<file path="src/rtl/vfu_pkg.sv">
// vfu_pkg: shared types and constants for the vector FU arbiter.
//   - opcode constants for the 4-lane vector FU
//   - vec_t: four 32-bit lanes, lane 0 first
//   - state_e: arbiter FSM states
//   - is_illegal(): opcode class helper (1xx opcodes are undefined)
package vfu_pkg;

    localparam logic [2:0] OP_ADD = 3'b000;
    localparam logic [2:0] OP_SUB = 3'b001;
    localparam logic [2:0] OP_MUL = 3'b010;
    localparam logic [2:0] OP_DIV = 3'b011;

    typedef logic [0:3][31:0] vec_t;

    typedef enum logic [1:0] {
        IDLE = 2'b00,
        EXEC = 2'b01,
        RESP = 2'b10
    } state_e;

    // Any opcode with the top bit set has no defined FU operation.
    function automatic logic is_illegal(input logic [2:0] op);
        return op[2];
    endfunction

endpackage

</file>
<file path="src/rtl/vfu_arbiter_rr.sv">
// rr_arbiter: combinational rotate-priority pick.
//   req_i [N]   : requesters asking for service
//   ptr_i [PW]  : index holding the highest priority this cycle
//   gnt_o [N]   : one-hot grant (all zero when nothing requests)
// The search starts at ptr_i and wraps upward, so the requester just
// after the previously served one is considered first.
module rr_arbiter #(
    parameter int N  = 2,
    parameter int PW = (N > 1) ? $clog2(N) : 1
) (
    input  logic [N-1:0]  req_i,
    input  logic [PW-1:0] ptr_i,
    output logic [N-1:0]  gnt_o
);

    logic          found_s;
    logic [PW-1:0] idx_s;

    // Walk the requesters from ptr_i with wrap and grant the first one set.
    always_comb begin
        gnt_o   = '0;
        found_s = 1'b0;
        idx_s   = '0;
        for (int k = 0; k < N; k++) begin
            idx_s = PW'((int'(ptr_i) + k) % N);
            if (!found_s && req_i[idx_s]) begin
                gnt_o[idx_s] = 1'b1;
                found_s      = 1'b1;
            end else begin
                found_s = found_s;
            end
        end
    end

endmodule

</file>
<file path="src/rtl/vfu_arbiter.sv">
// vfu_arbiter: shares one combinational 4-lane vector FU among NREQ requesters.
//   clk_i, rst_i         : clock, asynchronous active-high reset
//   req_valid_i/ready_o  : per-requester issue handshake (ready is one-hot, IDLE only)
//   req_op_i, req_a_i/b_i: per-requester opcode and operand vectors
//   rsp_valid_o/ready_i  : per-requester result handshake (valid is one-hot)
//   rsp_result_o         : shared result bus, held from RESP entry to handshake
//   rsp_divz_o           : per-lane divide-by-zero flags (lane l -> bit l)
//   rsp_illegal_o        : opcode was 1xx, result forced to zero
//   fu_op_o, fu_a_o/b_o  : latched operands to the external FU
//   fu_result_i          : FU result, sampled after the per-opcode wait
//   busy_o               : FSM is not idle
module vfu_arbiter
    import vfu_pkg::*;
#(
    parameter int NREQ       = 2,
    parameter int DIV_CYCLES = 4,
    parameter int ALU_CYCLES = 1
) (
    input  logic                  clk_i,
    input  logic                  rst_i,
    input  logic [NREQ-1:0]       req_valid_i,
    output logic [NREQ-1:0]       req_ready_o,
    input  logic [NREQ-1:0][2:0]  req_op_i,
    input  vec_t [NREQ-1:0]       req_a_i,
    input  vec_t [NREQ-1:0]       req_b_i,
    output logic [NREQ-1:0]       rsp_valid_o,
    input  logic [NREQ-1:0]       rsp_ready_i,
    output vec_t                  rsp_result_o,
    output logic [3:0]            rsp_divz_o,
    output logic                  rsp_illegal_o,
    output logic [2:0]            fu_op_o,
    output vec_t                  fu_a_o,
    output vec_t                  fu_b_o,
    input  vec_t                  fu_result_i,
    output logic                  busy_o
);

    localparam int PW    = (NREQ > 1) ? $clog2(NREQ) : 1;
    localparam int MAXC  = (DIV_CYCLES > ALU_CYCLES) ? DIV_CYCLES : ALU_CYCLES;
    localparam int CNT_W = (MAXC > 1) ? $clog2(MAXC) : 1;
    localparam logic [NREQ-1:0] ONE_HOT0 = {{(NREQ-1){1'b0}}, 1'b1};

    state_e            state_q, state_d;
    logic [PW-1:0]     ptr_q, ptr_d;
    logic [PW-1:0]     gidx_q, gidx_d;
    logic [2:0]        op_q, op_d;
    vec_t              a_q, a_d;
    vec_t              b_q, b_d;
    logic [CNT_W-1:0]  cnt_q, cnt_d;
    vec_t              result_q, result_d;
    logic [3:0]        divz_q, divz_d;
    logic              illegal_q, illegal_d;
    logic [NREQ-1:0]   rsp_valid_q, rsp_valid_d;
    logic              busy_q, busy_d;

    logic [NREQ-1:0]   gnt_s;
    logic [PW-1:0]     gnt_idx_s;

    rr_arbiter #(
        .N  (NREQ),
        .PW (PW)
    ) u_rr (
        .req_i (req_valid_i),
        .ptr_i (ptr_q),
        .gnt_o (gnt_s)
    );

    // Encode the one-hot grant into an index; OR-ing is safe because gnt_s is one-hot.
    always_comb begin
        gnt_idx_s = '0;
        for (int i = 0; i < NREQ; i++) begin
            gnt_idx_s = gnt_idx_s | (gnt_s[i] ? PW'(i) : PW'(0));
        end
    end

    // Next-state, operand latching, result capture and handshake outputs.
    always_comb begin
        state_d     = state_q;
        ptr_d       = ptr_q;
        gidx_d      = gidx_q;
        op_d        = op_q;
        a_d         = a_q;
        b_d         = b_q;
        cnt_d       = cnt_q;
        result_d    = result_q;
        divz_d      = divz_q;
        illegal_d   = illegal_q;
        req_ready_o = '0;

        case (state_q)
            IDLE: begin
                if (|gnt_s) begin
                    req_ready_o = gnt_s;
                    gidx_d      = gnt_idx_s;
                    op_d        = req_op_i[gnt_idx_s];
                    a_d         = req_a_i[gnt_idx_s];
                    b_d         = req_b_i[gnt_idx_s];
                    cnt_d       = (req_op_i[gnt_idx_s] == OP_DIV) ? CNT_W'(DIV_CYCLES - 1)
                                                                  : CNT_W'(ALU_CYCLES - 1);
                    state_d     = EXEC;
                end else begin
                    state_d = IDLE;
                end
            end
            EXEC: begin
                if (cnt_q == '0) begin
                    // Illegal ops and zero-divisor lanes are forced to zero
                    // regardless of what the FU produced.
                    for (int l = 0; l < 4; l++) begin
                        if (is_illegal(op_q)) begin
                            result_d[l] = 32'd0;
                            divz_d[l]   = 1'b0;
                        end else if ((op_q == OP_DIV) && (b_q[l] == 32'd0)) begin
                            result_d[l] = 32'd0;
                            divz_d[l]   = 1'b1;
                        end else begin
                            result_d[l] = fu_result_i[l];
                            divz_d[l]   = 1'b0;
                        end
                    end
                    illegal_d = is_illegal(op_q);
                    state_d   = RESP;
                end else begin
                    cnt_d = cnt_q - CNT_W'(1);
                end
            end
            RESP: begin
                // Only the granted requester's ready bit completes the response.
                if (rsp_ready_i[gidx_q]) begin
                    state_d = IDLE;
                    if (int'(gidx_q) == NREQ - 1) begin
                        ptr_d = '0;
                    end else begin
                        ptr_d = gidx_q + PW'(1);
                    end
                end else begin
                    state_d = RESP;
                end
            end
            default: begin
                state_d = IDLE;
            end
        endcase

        busy_d = (state_d != IDLE);
        if (state_d == RESP) begin
            rsp_valid_d = ONE_HOT0 << gidx_d;
        end else begin
            rsp_valid_d = '0;
        end
    end

    // State and datapath registers with asynchronous clear.
    always_ff @(posedge clk_i or posedge rst_i) begin
        if (rst_i) begin
            state_q     <= IDLE;
            ptr_q       <= '0;
            gidx_q      <= '0;
            op_q        <= 3'b000;
            a_q         <= '0;
            b_q         <= '0;
            cnt_q       <= '0;
            result_q    <= '0;
            divz_q      <= 4'b0000;
            illegal_q   <= 1'b0;
            rsp_valid_q <= '0;
            busy_q      <= 1'b0;
        end else begin
            state_q     <= state_d;
            ptr_q       <= ptr_d;
            gidx_q      <= gidx_d;
            op_q        <= op_d;
            a_q         <= a_d;
            b_q         <= b_d;
            cnt_q       <= cnt_d;
            result_q    <= result_d;
            divz_q      <= divz_d;
            illegal_q   <= illegal_d;
            rsp_valid_q <= rsp_valid_d;
            busy_q      <= busy_d;
        end
    end

    assign fu_op_o       = op_q;
    assign fu_a_o        = a_q;
    assign fu_b_o        = b_q;
    assign rsp_result_o  = result_q;
    assign rsp_divz_o    = divz_q;
    assign rsp_illegal_o = illegal_q;
    assign rsp_valid_o   = rsp_valid_q;
    assign busy_o        = busy_q;

endmodule

</file>
<file path="config.mk">
export PLATFORM = sky130hd
export DESIGN_NAME = vfu_arbiter
export DESIGN_NICKNAME = d
export VERILOG_FILES = /design/src/rtl/vfu_pkg.sv /design/src/rtl/vfu_arbiter_rr.sv /design/src/rtl/vfu_arbiter.sv
export SDC_FILE = /design/constraint.sdc
export NUM_CORES = 1
export LEC_CHECK = 0
export BUFFER_PORTS_ARGS = -buffer_cell sky130_fd_sc_hd__buf_2
export CORE_AREA = 3 3 412 414
export CTS_CLUSTER_DIAMETER = 200
export DETAILED_ROUTE_END_ITERATION = 8
export DIE_AREA = 0 0 415 417
export PLACE_DENSITY = 0.3
export SLEW_MARGIN = 20
export SYNTH_ARGS = -nofsm -noshare
export SYNTH_HDL_FRONTEND = slang
export SYNTH_SLANG_ARGS = --single-unit
</file>
<file path="constraint.sdc">
create_clock -name clk_i -period 24.4 [get_ports clk_i]
set_input_delay 4.88 -clock clk_i [delete_from_list [all_inputs] [get_ports clk_i]]
set_output_delay 4.88 -clock clk_i [all_outputs]
set_load 0.03 [all_outputs]
</file>
Word level (Yosys, flattened, before mapping):

Index checks and enable logic that the tools add are counted.

* bits in registers: 401
* logic and storage cells: 110

* add/sub/neg operators: 3
* order comparisons: 6
* eq/ne operators: 7
* shifts and indexed selects: 1
* muxes and demuxes: 50
* bitwise logic cells: 1
* reductions and logical operators: 21

Operator list (count)
* $mux 128: 4
* $mux 32: 8
* $logic_not 32->1: 4
* $mux 1: 22
* $mux 2: 10
* $lt 1x2->1 const B: 4
* $logic_and 1x1->1: 7
* $eq 3x2->1 const B: 2
* $mux 3: 2
* $pmux 2 s3: 1
* $reduce_and 2->1: 3
* $eq 2x2->1 const B: 2
* $logic_not 2->1: 2
* $ne 2x2->1 const B: 2
* $pmux 2 s2: 1
* $reduce_bool 2->1: 2
* $reduce_and 3->1: 1
* $add 1x1->1 const B: 2
* $demux 1 s1: 2
* $eq 2x1->1 const B: 1
* $ge 1x1->1 const B: 2
* $or 2x2->2: 1
* $reduce_or 2->1: 1
* $shl 1x1->2 const A: 1
* 2 further kinds: 2

Logic depth before layout (Yosys ltp):

Gate-level depths: netlist of the first run.

* word-level depth: 14
* mapped depth: 8
* depth with buffers taken out: 5

Hierarchy:

From an unflattened synthesis of the first run, not the netlist that was laid out.

* cell total of the unflattened synthesis: 1797
* area total of the unflattened synthesis: 18494.0 µm²

By module, submodules not included
* vfu_arbiter: instances 1, cells an instance 1794, area an instance 18475.2 µm², seq. area each 10034.6 µm²
* rr_arbiter: instances 1, cells an instance 3, area an instance 18.8 µm², seq. area each 0.0 µm²

Worst setup path before layout of the first run:

Ideal clock, no wire load.

* path kind: input to output
* from: input port req_valid_i[0]
* to: output port req_ready_o[1]
* arrival time: 6161 ps
* data required time: 19520 ps
* path slack: 13359 ps
* stages: 5
* cell sequence: and2b_4 -> nand2b_1 -> buf_4 -> buf_2 -> nor3_1

* word-level cells in the longest chain between the ends: 9

Ends and longest elaborated chain
* start, declared: RTL line vfu_arbiter.sv:21 `input logic [NREQ-1:0] req_valid_i,`
* $mux 1 (implied by the code) (2 in series): RTL line vfu_arbiter_rr.sv:26 `if (!found_s && req_i[idx_s]) begin`
* $mux 1: RTL line vfu_arbiter_rr.sv:26
* $logic_not 1->1: RTL line vfu_arbiter_rr.sv:26
* $logic_and 1x1->1: RTL line vfu_arbiter_rr.sv:26
* $mux 2 (*): RTL line vfu_arbiter_rr.sv:26
* $reduce_or 2->1: RTL line vfu_arbiter.sv:92 `if (|gnt_s) begin`
* $mux 2 (*): RTL line vfu_arbiter.sv:92
* $mux 2 (*): RTL line vfu_arbiter.sv:90 `case (state_q)`
* end, declared: RTL line vfu_arbiter.sv:22 `output logic [NREQ-1:0] req_ready_o,`

Every way passes the cells marked *; elsewhere a longest branch is shown, timed or not. The select of a mux whose other input is x is not followed.

Worst setup path in the final report of the first run:

Same ends and word-level chain as after synthesis.

==> flow_metrics.py, run 1 <==
metrics = {
    "status": {
        "status": "completed",
    },
    "sta": {
        "finalCriticalPeriod_ps": 11070,
        "hold_violations": 0,
        "rsz0062_at_grt": "false",
        "worst_pin_slew_ps": 1043,
        "clock-skew-final_ps": 58.39,
        "setup_violations": 0,
        "period_share_pct": 45.36,
        "max_freq_mhz": 90.35,
        "whs_ps": 473.6,
        "slew_viol_final": 0,
        "slew_headroom_pct": 29.81,
        "tns_ps": 0,
    },
    "synthesis": {
        "synth_top_area_share_pct": 55.14,
        "syn_inst": 2092,
        "synth_compound_area_share_pct": 12.80,
        "synthAdderAreaFrac_pct": 0.06875,
        "synthArstFlopShare_pct": 100.0,
        "yosys.area_share.xor_xnor_pct": 0,
        "avgSynthCellArea_um2": 8.700,
        "synthTopCellsByCount": "659 x nand2_1, 401 x dfrtp_1, 263 x nor2_1, 259 x a31oi_1, 128 x nand3b_1",
        "synth.area.top_cells": "dfrtp_1 55%, nand2_1 14%, a31oi_1 8.9%, nor2_1 5.4%, nand3b_1 5.3%",
        "synthMuxAreaShare_pct": 0.3025,
        "synth-simple-area-share_pct": 26.47,
        "synth_fp_nets": 2745,
        "synth.most_common_cell": "nand2_1",
        "synth.distinct_cells": 36,
        "ys_ff_latch": 401,
        "ys.flop_type": "dfrtp_1",
        "netlist_area_um2": 18200,
        "synth_edf_count": 0,
        "ys_seq_area_share_pct": 55.14,
        "synth.largest_area_cell": "dfrtp_1",
        "synth_top_family_by_area": "simple AND/OR/NAND/NOR gates",
        "ys_warn_count": 0,
    },
    "clocking": {
        "cts_setup_buffers": 0,
        "worstSkewPairLatency_ps": 670,
        "cts_max_level": 2,
        "numCtsBuffers": 59,
        "cts_hold_buf": 0,
        "cts_max_path_buffers": 3,
        "cts_resized": 0,
        "cts_tree": "done",
        "path_clk_slew_ps": 60,
        "cts.sinks": 401,
        "cts-root-buf": "clkbuf_16",
    },
    "route": {
        "drt-total-wl_um": 122000,
        "wl_per_cell_um": 22.87,
        "ant_nets": 0,
        "drc": 0,
        "vias_per_cell": 3.639,
        "dr.pass1.iters": 6,
        "drt_iter0_drc": 1227,
        "via_count": 19421,
    },
    "setup_path": {
        "crit_required_ps": 19520,
        "crit_type": "input pin to primary output",
        "critPathArrivalTime_ps": 6190,
        "crit_path_max_fanout": 60,
        "critPathLaunchType": "input pin",
        "endpoint_kind": "primary output",
    },
    "global_routing": {
        "antenna_found_initial": 76,
        "grt_use_total_pct": 13.47,
        "grt-ovfl-total": 0,
        "grt_pass1_wl_um": 166200,
        "first_global_vias": 19405,
        "grt_max_degree": 133,
    },
    "cells_and_area": {
        "area_delta_synth_final_pct": 51.76,
        "final_nets": 3712,
        "layout-drive-gt1-share_pct": 38.02,
        "finalInstanceArea_um2": 27620,
        "seq_area_um2": 10040,
        "fillers": 19272,
        "multiInputGateArea_um2": 7266,
    },
    "floorplanning": {
        "ios": 1049,
        "start_util_pct": 10.92,
        "coreArea_um2": 166700,
        "die_h_um": 417,
        "die_w_um": 415,
        "dieArea_um2": 173100,
        "rows": 150,
    },
    "placement": {
        "placed_area_um2": 25600,
        "hpwlAfterDp_um": 95210,
        "gp_congestion": 0.8426,
        "numPortBuffers": 1048,
    },
    "power_and_ir_drop": {
        "pwr-share-comb_pct": 47.6,
        "p_switching_uw": 2136,
        "cellPowerDensity_nw_per_um2": 151.2,
        "vdd_ir_drop_max_mv": 0.09061,
        "power.internal_uw": 2039,
        "p_seq_share_pct": 31.2,
        "total_power_uw": 4175,
        "p_sw_share_pct": 51.16,
        "pwr-share-clk_pct": 21.2,
        "p_leak_uw": 0.01282,
    },
    "min_path": {
        "hold_path_class": "flop to flop",
    },
    "job": {
        "max_cap_violations": 0,
    },
}
==> metal layers <==
layer / GRT usage (%) / wire length [um] / part of all wire [%]
met1: 16.64 / 51000 / 42
met2: 23.72 / 60970 / 50
met3: 3.714 / 8015 / 6.6
met4: 1.936 / 1866 / 1.5
met5: 0 / 190 / 0.16
==> through the flow <==
stage               utilization (%)  instances  setup slack, ps
floorplan                         -       2092             8367
global placement              15.36       5202            13330
detailed placement            15.36       5202            13320
CTS                           16.53       5310            13320
global route                  16.54       5315            13240
finish                        16.57       5337            13330
==> path summary, 6_finish.rpt <==
path / from / end / slack (ps) / cells past startpoint
max in group asynchronous: rst_i / fu_b_o[28]$_DFFE_PP0P_ / 17870 / 4
min in group asynchronous: rst_i / rsp_result_o[42]$_DFFE_PP0P_ / 4340 / 2
min: rsp_result_o[35]$_DFFE_PP0P_ / rsp_result_o[35]$_DFFE_PP0P_ / 470 / 2
min reg2reg: rsp_result_o[35]$_DFFE_PP0P_ / rsp_result_o[35]$_DFFE_PP0P_ / 470 / 2
max: req_valid_i[0] / req_ready_o[1] / 13330 / 5
max reg2reg: ptr_q$_DFFE_PP0P_ / fu_a_o[24]$_DFFE_PP0P_ / 20460 / 7
==> area by class of cell <==
class / count / area share, %
flip-flops and latches: 401 / 36.34
multi-input cells: 1512 / 26.31
repair buffers: 1076 / 19.90
well taps: 2204 / 9.984
clock buffers: 86 / 6.075
clock inverters: 22 / 0.9966
diodes: 27 / 0.2446
inverters: 9 / 0.1495
==> worst max-delay path, stage by stage <==
cell	delay, ps
buf_2	130
and2b_4	200
nand2b_4	470
nor3_1	260
buf_2	240
==> layout by cell type, fill, tap and decap left out, drive strengths merged <==
| master | Yosys | final |
|---|---|---|
| a31oi | 259 | 259 |
| and3b | 1 | 1 |
| a211oi | 1 | 1 |
| mux2 | 4 | 4 |
| nand3b | 128 | 128 |
| clkinv | 0 | 13 |
| clkinvlp | 0 | 3 |
| o2111a | 1 | 1 |
| nand4 | 4 | 4 |
| o21a | 1 | 1 |
| nor2b | 3 | 3 |
| bufinv | 0 | 4 |
| nor3 | 7 | 7 |
| nor4 | 33 | 33 |
| inv | 9 | 11 |
| nand3 | 5 | 5 |
| clkbuf | 59 | 86 |
| a22oi | 2 | 2 |
| ha | 1 | 1 |
| dfrtp | 401 | 401 |
| and2 | 1 | 1 |
| a21oi | 2 | 2 |
| buf | 111 | 1076 |
| and2b | 1 | 1 |
| nand2 | 659 | 659 |
| o21ai | 130 | 130 |
| nor2 | 264 | 264 |
| mux2i | 1 | 1 |
| diode | 0 | 27 |
| o31ai | 1 | 1 |
| nand2b | 3 | 3 |
==> power by group through the flow <==
stage	clock (uW)	combinational [uW]	sequential, uW
floorplan	0	683	1790
global placement	0	2040	1320
detailed placement	0	2040	1320
CTS	928	2040	1310
global route	953	2150	1340
finish	887	1990	1300
==> cell families after synthesis <==
| logic type | count (synthesis) |
|---|---|
| mux | 5 |
| flops | 401 |
| fa+ha+maj | 1 |
| buf+inv | 179 |
| simple gates | 1109 |
| compound gates | 397 |
==> sequential cells by signal, indices dropped and copies added, names as in the netlist, 2 cells and up <==
register,flops
cnt_q,2
rsp_divz_o,4
rsp_result_o,128
fu_op_o,3
state_q,2
rsp_valid_o,2
fu_b_o,128
fu_a_o,128
Power figures use the tool's default switching activity.
==> run 2, diff against run 1 <==
--- a/config.mk
+++ b/config.mk
@@ -6,10 +6,10 @@
 export NUM_CORES = 1
 export LEC_CHECK = 0
 export BUFFER_PORTS_ARGS = -buffer_cell sky130_fd_sc_hd__buf_2
-export CORE_AREA = 3 3 412 414
+export CORE_AREA = 3 3 413 415
 export CTS_CLUSTER_DIAMETER = 200
 export DETAILED_ROUTE_END_ITERATION = 8
-export DIE_AREA = 0 0 415 417
+export DIE_AREA = 0 0 416 418
 export PLACE_DENSITY = 0.3
 export SLEW_MARGIN = 20
 export SYNTH_ARGS = -nofsm -noshare
==> constraint.sdc (replaced) <==
create_clock -name clk_i -period 10.5 [get_ports clk_i]
set_input_delay 2.1 -clock clk_i [delete_from_list [all_inputs] [get_ports clk_i]]
set_output_delay 2.1 -clock clk_i [all_outputs]
set_load 0.03 [all_outputs]
==> run 2 against run 1 <==
Net effect: first-iteration DRC count is 14% lower; final cell count is 0.15% lower; register-to-register slack worse by 14000 ps; largest cell class unchanged; largest power group unchanged.
==> flow_metrics.py, run 2 (synthesis results as in run 1) <==
metrics = {
    "floorplanning": {
        "coreArea_um2": 167000,
        "start_util_pct": 10.90,
        "rows": 150,
        "dieArea_um2": 173900,
        "ios": 1049,
        "die_w_um": 416,
        "die_h_um": 418,
    },
    "route": {
        "via_count": 19488,
        "drc": 0,
        "dr.pass1.iters": 5,
        "ant_nets": 0,
        "drt-total-wl_um": 120300,
        "vias_per_cell": 3.657,
        "drt_iter0_drc": 1051,
        "wl_per_cell_um": 22.57,
    },
    "clocking": {
        "cts_max_level": 2,
        "cts_max_path_buffers": 3,
        "cts_hold_buf": 0,
        "cts_resized": 0,
        "path_clk_slew_ps": 60,
        "cts.sinks": 401,
        "numCtsBuffers": 57,
        "cts_setup_buffers": 0,
        "cts_tree": "done",
        "worstSkewPairLatency_ps": 640,
        "cts-root-buf": "clkbuf_16",
    },
    "status": {
        "status": "completed",
    },
    "min_path": {
        "hold_start": "rsp_result_o[39]$_DFFE_PP0P_",
        "hold_path_class": "flop to flop",
    },
    "placement": {
        "hpwlAfterDp_um": 93470,
        "dp.cells": 5202,
        "numPortBuffers": 1048,
        "pre_cts_ws_ps": 5028,
        "gp_congestion": 0.8704,
    },
    "global_routing": {
        "first_global_vias": 19913,
        "antenna_found_initial": 56,
        "grt_max_degree": 199,
        "grt_pass1_wl_um": 163900,
        "grt-ovfl-total": 0,
        "grt_use_total_pct": 13.19,
    },
    "cells_and_area": {
        "layout_commonest_cell": "buf_2",
        "final_core_util_pct": 16.48,
        "final_nets": 3710,
        "finalNonFillerCells": 5329,
        "layout-drive-gt1-share_pct": 37.97,
        "area_delta_synth_final_pct": 51.24,
        "final_cell_mix": "1048 x buf_2, 658 x nand2_1, 400 x dfrtp_1, 263 x nor2_1, 259 x a31oi_1",
    },
    "setup_path": {
        "startpoint": "req_valid_i[0]",
        "crit_required_ps": 8400,
        "critPathArrivalTime_ps": 3250,
        "critPathLaunchType": "input pin",
        "crit_type": "input pin to primary output",
        "crit_path_max_fanout": 13,
        "rr_startpoint": "ptr_q$_DFFE_PP0P_",
        "endpoint_kind": "primary output",
    },
    "power_and_ir_drop": {
        "power.internal_uw": 4687,
        "vdd_ir_drop_max_mv": 0.1339,
        "p_sw_share_pct": 50.92,
        "pwr-share-comb_pct": 48.3,
        "p_leak_uw": 0.01279,
        "pwr-share-clk_pct": 20.7,
        "total_power_uw": 9549,
        "p_seq_share_pct": 31.1,
        "cellPowerDensity_nw_per_um2": 346.9,
        "p_switching_uw": 4862,
    },
    "sta": {
        "max_freq_mhz": 186.9,
        "clock-skew-final_ps": 34.44,
        "fin_ws_ps": 5148,
        "finalCriticalPeriod_ps": 5352,
        "slew_viol_final": 0,
        "hold_violations": 0,
        "period_share_pct": 50.97,
        "tns_ps": 0,
        "slew_headroom_pct": 31.72,
        "setup_violations": 0,
        "rsz0062_at_grt": "false",
        "worst_pin_slew_ps": 1024,
    },
    "job": {
        "max_cap_violations": 0,
    },
}
-- run 2: area by class of cell --
class | instances | area (um2)
antenna | 20 | 50.05
clock buffer | 86 | 1635
clock inverter | 21 | 216.5
fill | 19254 | 139500
inverter | 9 | 37.54
multi-input combinational | 1512 | 7272
sequential | 401 | 10040
tap | 2204 | 2758
timing repair buffer | 1076 | 5518
-- run 2: power groups by stage --
| stage | logic [uW] | registers (uW) | clock network (uW) |
|---|---|---|---|
| 6_report | 4610 | 2970 | 1970 |
| 5_1_grt | 4970 | 3070 | 2120 |
| 4_1_cts | 4710 | 2990 | 2070 |
| 3_5_place_dp | 4710 | 3010 | 0 |
| 3_3_place_gp | 4710 | 3010 | 0 |
| 2_1_floorplan | 1590 | 4160 | 0 |
-- run 2: metrics by stage --
| stage | hold slack [ps] | instance area, um2 |
|---|---|---|
| floorplan | 453.5 | 18200 |
| global placement | 460.4 | 25620 |
| detailed placement | 465.4 | 25620 |
| CTS | 478.4 | 27480 |
| global route | 491.1 | 27500 |
| finish | 472.6 | 27530 |
-- run 2: final timing paths --
kind,to,cells past startpoint,slack [ps]
max,req_ready_o[1],5,5150
min,rsp_result_o[39]$_DFFE_PP0P_,2,470
max reg2reg,fu_a_o[47]$_DFFE_PP0P_,7,6730
min reg2reg,rsp_result_o[39]$_DFFE_PP0P_,2,470
max in group asynchronous,fu_b_o[24]$_DFFE_PP0P_,4,6770
min in group asynchronous,rsp_result_o[78]$_DFFE_PP0P_,2,1660
-- run 2: worst max-delay path, stage by stage --
cell and delay (ps):
buf_2 120, and2b_4 190, nand2b_4 230, nor3_1 330, buf_2 270
-- run 2: layer usage --
metal,GRT usage (%),vias up,share of wire (%)
met5,0,-,0.19
met1,15.88,9546,40
met4,3.251,34,2.2
met3,3.832,158,7.0
li1,-,9052,-
met2,22.97,698,50
==> run 3, diff against run 2 <==
--- a/config.mk
+++ b/config.mk
@@ -5,11 +5,12 @@
 export SDC_FILE = /design/constraint.sdc
 export NUM_CORES = 1
 export LEC_CHECK = 0
+export ABC_AREA = 1
 export BUFFER_PORTS_ARGS = -buffer_cell sky130_fd_sc_hd__buf_2
-export CORE_AREA = 3 3 413 415
+export CORE_AREA = 3 3 405 407
 export CTS_CLUSTER_DIAMETER = 200
 export DETAILED_ROUTE_END_ITERATION = 8
-export DIE_AREA = 0 0 416 418
+export DIE_AREA = 0 0 408 410
 export PLACE_DENSITY = 0.3
 export SLEW_MARGIN = 20
 export SYNTH_ARGS = -nofsm -noshare
==> constraint.sdc (replaced) <==
create_clock -name clk_i -period 4.9 [get_ports clk_i]
set_input_delay 0.98 -clock clk_i [delete_from_list [all_inputs] [get_ports clk_i]]
set_output_delay 0.98 -clock clk_i [all_outputs]
set_load 0.03 [all_outputs]
==> run 3 against run 2 <==
Net effect: setup slack worse by 3300 ps; clock skew is 13 ps lower; clock power rose by 120%; largest power group unchanged; combinational power grew 110%.
==> flow_metrics.py, run 3 <==
metrics = {
    "status": {
        "status": "completed",
    },
    "sta": {
        "max_freq_mhz": 328.3,
        "fin_ws_ps": 1854,
        "finalCriticalPeriod_ps": 3046,
        "whs_ps": 473.1,
        "slew_viol_final": 0,
        "hold_violations": 0,
        "setup_violations": 0,
        "slew_headroom_pct": 28.07,
        "rsz0062_at_grt": "false",
        "period_share_pct": 62.16,
        "worst_pin_slew_ps": 1079,
        "clock-skew-final_ps": 21.60,
    },
    "setup_path": {
        "crit_required_ps": 3920,
        "endpoint_kind": "primary output",
        "crit_type": "input pin to primary output",
        "crit_path_max_fanout": 61,
        "cp_slowest_stage_delay_ps": 280,
        "path_common_cell": "buf_2",
        "critPathLaunchType": "input pin",
        "critPathArrivalTime_ps": 2070,
        "crit_slowest_cell": "nand2_8",
        "crit_chain": "buf_2 -> nand2_1 -> nand2_8 -> nor2_1 -> buf_2",
    },
    "synthesis": {
        "synth_compound_area_share_pct": 9.168,
        "synth_fp_nets": 3028,
        "synth.largest_area_cell": "dfrtp_1",
        "synthArstFlopShare_pct": 100.0,
        "synth_top_area_share_pct": 54.18,
        "ys_seq_area_share_pct": 54.18,
        "ys.flop_type": "dfrtp_1",
        "avgSynthCellArea_um2": 7.798,
        "synth.area.top_cells": "dfrtp_1 54%, nand2_1 18%, nor2_1 9.0%, a31oi_1 8.6%, buf_2 2.9%",
        "ys_warn_count": 0,
        "syn_inst": 2375,
        "synth.most_common_cell": "nand2_1",
        "synthTopCellsByCount": "906 x nand2_1, 446 x nor2_1, 401 x dfrtp_1, 256 x a31oi_1, 122 x inv_1",
        "synthMuxAreaShare_pct": 0,
        "synthAdderAreaFrac_pct": 0.06756,
        "netlist_area_um2": 18520,
        "synth-simple-area-share_pct": 29.58,
        "synth_edf_count": 0,
        "ys_ff_latch": 401,
        "yosys.area_share.xor_xnor_pct": 0,
        "synth_top_family_by_area": "simple AND/OR/NAND/NOR gates",
        "synth.distinct_cells": 28,
    },
    "cells_and_area": {
        "final_nets": 4015,
        "final_cell_mix": "1048 x buf_2, 905 x nand2_1, 445 x nor2_1, 401 x dfrtp_1, 256 x a31oi_1",
        "layout-drive-gt1-share_pct": 34.73,
        "area_delta_synth_final_pct": 51.49,
        "layout_commonest_cell": "buf_2",
        "finalNonFillerCells": 5581,
        "final_core_util_pct": 17.47,
    },
    "route": {
        "via_count": 20174,
        "drc": 0,
        "drt_iter0_drc": 1211,
        "routed-wl-met2_um": 61910,
        "wl_met1_um": 45520,
        "drt-total-wl_um": 122000,
        "vias_per_cell": 3.615,
        "dr.pass1.iters": 5,
        "wl_per_cell_um": 21.87,
        "routed.top_layer": "met5",
        "ant_nets": 0,
        "wl_met3_um": 10690,
    },
    "floorplanning": {
        "die_w_um": 408,
        "start_util_pct": 11.53,
        "ios": 1049,
        "coreArea_um2": 160600,
        "dieArea_um2": 167300,
        "rows": 147,
        "die_h_um": 410,
    },
    "power_and_ir_drop": {
        "pwr-share-clk_pct": 21.2,
        "p_seq_share_pct": 30.5,
        "power.internal_uw": 10090,
        "p_sw_share_pct": 50.27,
        "vdd_ir_drop_max_mv": 0.2648,
        "pwr-share-comb_pct": 48.3,
        "p_leak_uw": 0.01416,
        "cellPowerDensity_nw_per_um2": 723.3,
        "p_switching_uw": 10200,
        "total_power_uw": 20290,
    },
    "placement": {
        "numPortBuffers": 1048,
        "gp_congestion": 0.8216,
        "hpwlAfterDp_um": 96760,
        "pre_cts_ws_ps": 1763,
        "dp.cells": 5463,
    },
    "global_routing": {
        "grt-ovfl-total": 0,
        "grt_max_degree": 127,
        "first_global_vias": 21012,
        "grt_use_total_pct": 13.99,
        "grt_pass1_wl_um": 167200,
        "antenna_found_initial": 61,
    },
    "clocking": {
        "cts_resized": 0,
        "cts_hold_buf": 0,
        "cts-root-buf": "clkbuf_16",
        "worstSkewPairLatency_ps": 650,
        "cts_setup_buffers": 0,
        "cts_max_level": 2,
        "cts_tree": "done",
        "cts_max_path_buffers": 3,
        "cts.sinks": 401,
        "numCtsBuffers": 57,
        "path_clk_slew_ps": 60,
    },
    "job": {
        "max_cap_violations": 0,
    },
    "min_path": {
        "hold_path_class": "flop to flop",
    },
}
## run 3: cell types whose count changed in the layout (fill, tap and decap cells not counted), sizes merged, moves of 5 or more
cell and delta:
clkinv -8, diode -5, inv +118, nand2 +249, nand3 +39, nand3b -126, nand4 +7, nor2 +184
nor4 -33, o21ai -126
## run 3: power by group through the flow
stage	clock, uW	sequential, uW	combinational (uW)
5_1_grt	4610	6420	10700
6_report	4300	6190	9800
4_1_cts	4500	6260	10100
3_3_place_gp	0	6290	10100
2_1_floorplan	0	8910	3270
3_5_place_dp	0	6280	10100
## run 3: cell type report
cell class / instances / area [um2]
diodes: 15 / 37.54
clock buffers: 88 / 1683
clock inverters: 15 / 191.4
fillers: 18652 / 132500
inverters: 127 / 483.0
multi-input cells: 1695 / 7226
flip-flops and latches: 401 / 10030
well taps: 2160 / 2703
repair buffers: 1080 / 5698
## run 3: worst paths after layout
check | startpoint | to | slack, ps | depth (start not counted)
min in group asynchronous | rst_i | rsp_result_o[122]$_DFFE_PP0P_ | 510 | 2
hold reg to reg | rsp_result_o[78]$_DFFE_PP0P_ | rsp_result_o[78]$_DFFE_PP0P_ | 470 | 2
max in group asynchronous | rst_i | rsp_result_o[75]$_DFFE_PP0P_ | 3300 | 3
hold / removal | rsp_result_o[78]$_DFFE_PP0P_ | rsp_result_o[78]$_DFFE_PP0P_ | 470 | 2
setup / recovery | req_valid_i[0] | req_ready_o[1] | 1850 | 5
setup reg to reg | fu_op_o[0]$_DFFE_PP0P_ | rsp_result_o[11]$_DFFE_PP0P_ | 2090 | 7
## run 3: cells by family (layout without fill, tap and decap cells)
logic type                 count (synthesis)  in the layout
AOI/OAI and AO/OA                        272            272
buffers and inverters                    279           1310
adders and majority gates                  1              1
DFF                                      401            401
other                                      0             15
and+or+nand+nor                         1422           1422
## run 3: critical path, delay by kind of cell
family	cells	cell delay, ps
and+or+nand+nor	3	690
buffers and inverters	2	370
## run 3: per-layer routing
layer  vias up  GRT usage, %
li1       9555             -
met1      9596         15.05
met2       804         25.31
met3       185         5.315
met4        34         4.109
met5         -             0
## run 3: metrics by stage
step	cell area [um2]	setup TNS [ps]
floorplan	18520	-593380
global placement	26140	0
detailed placement	26140	0
CTS	28020	0
global route	28030	0
finish	28060	0
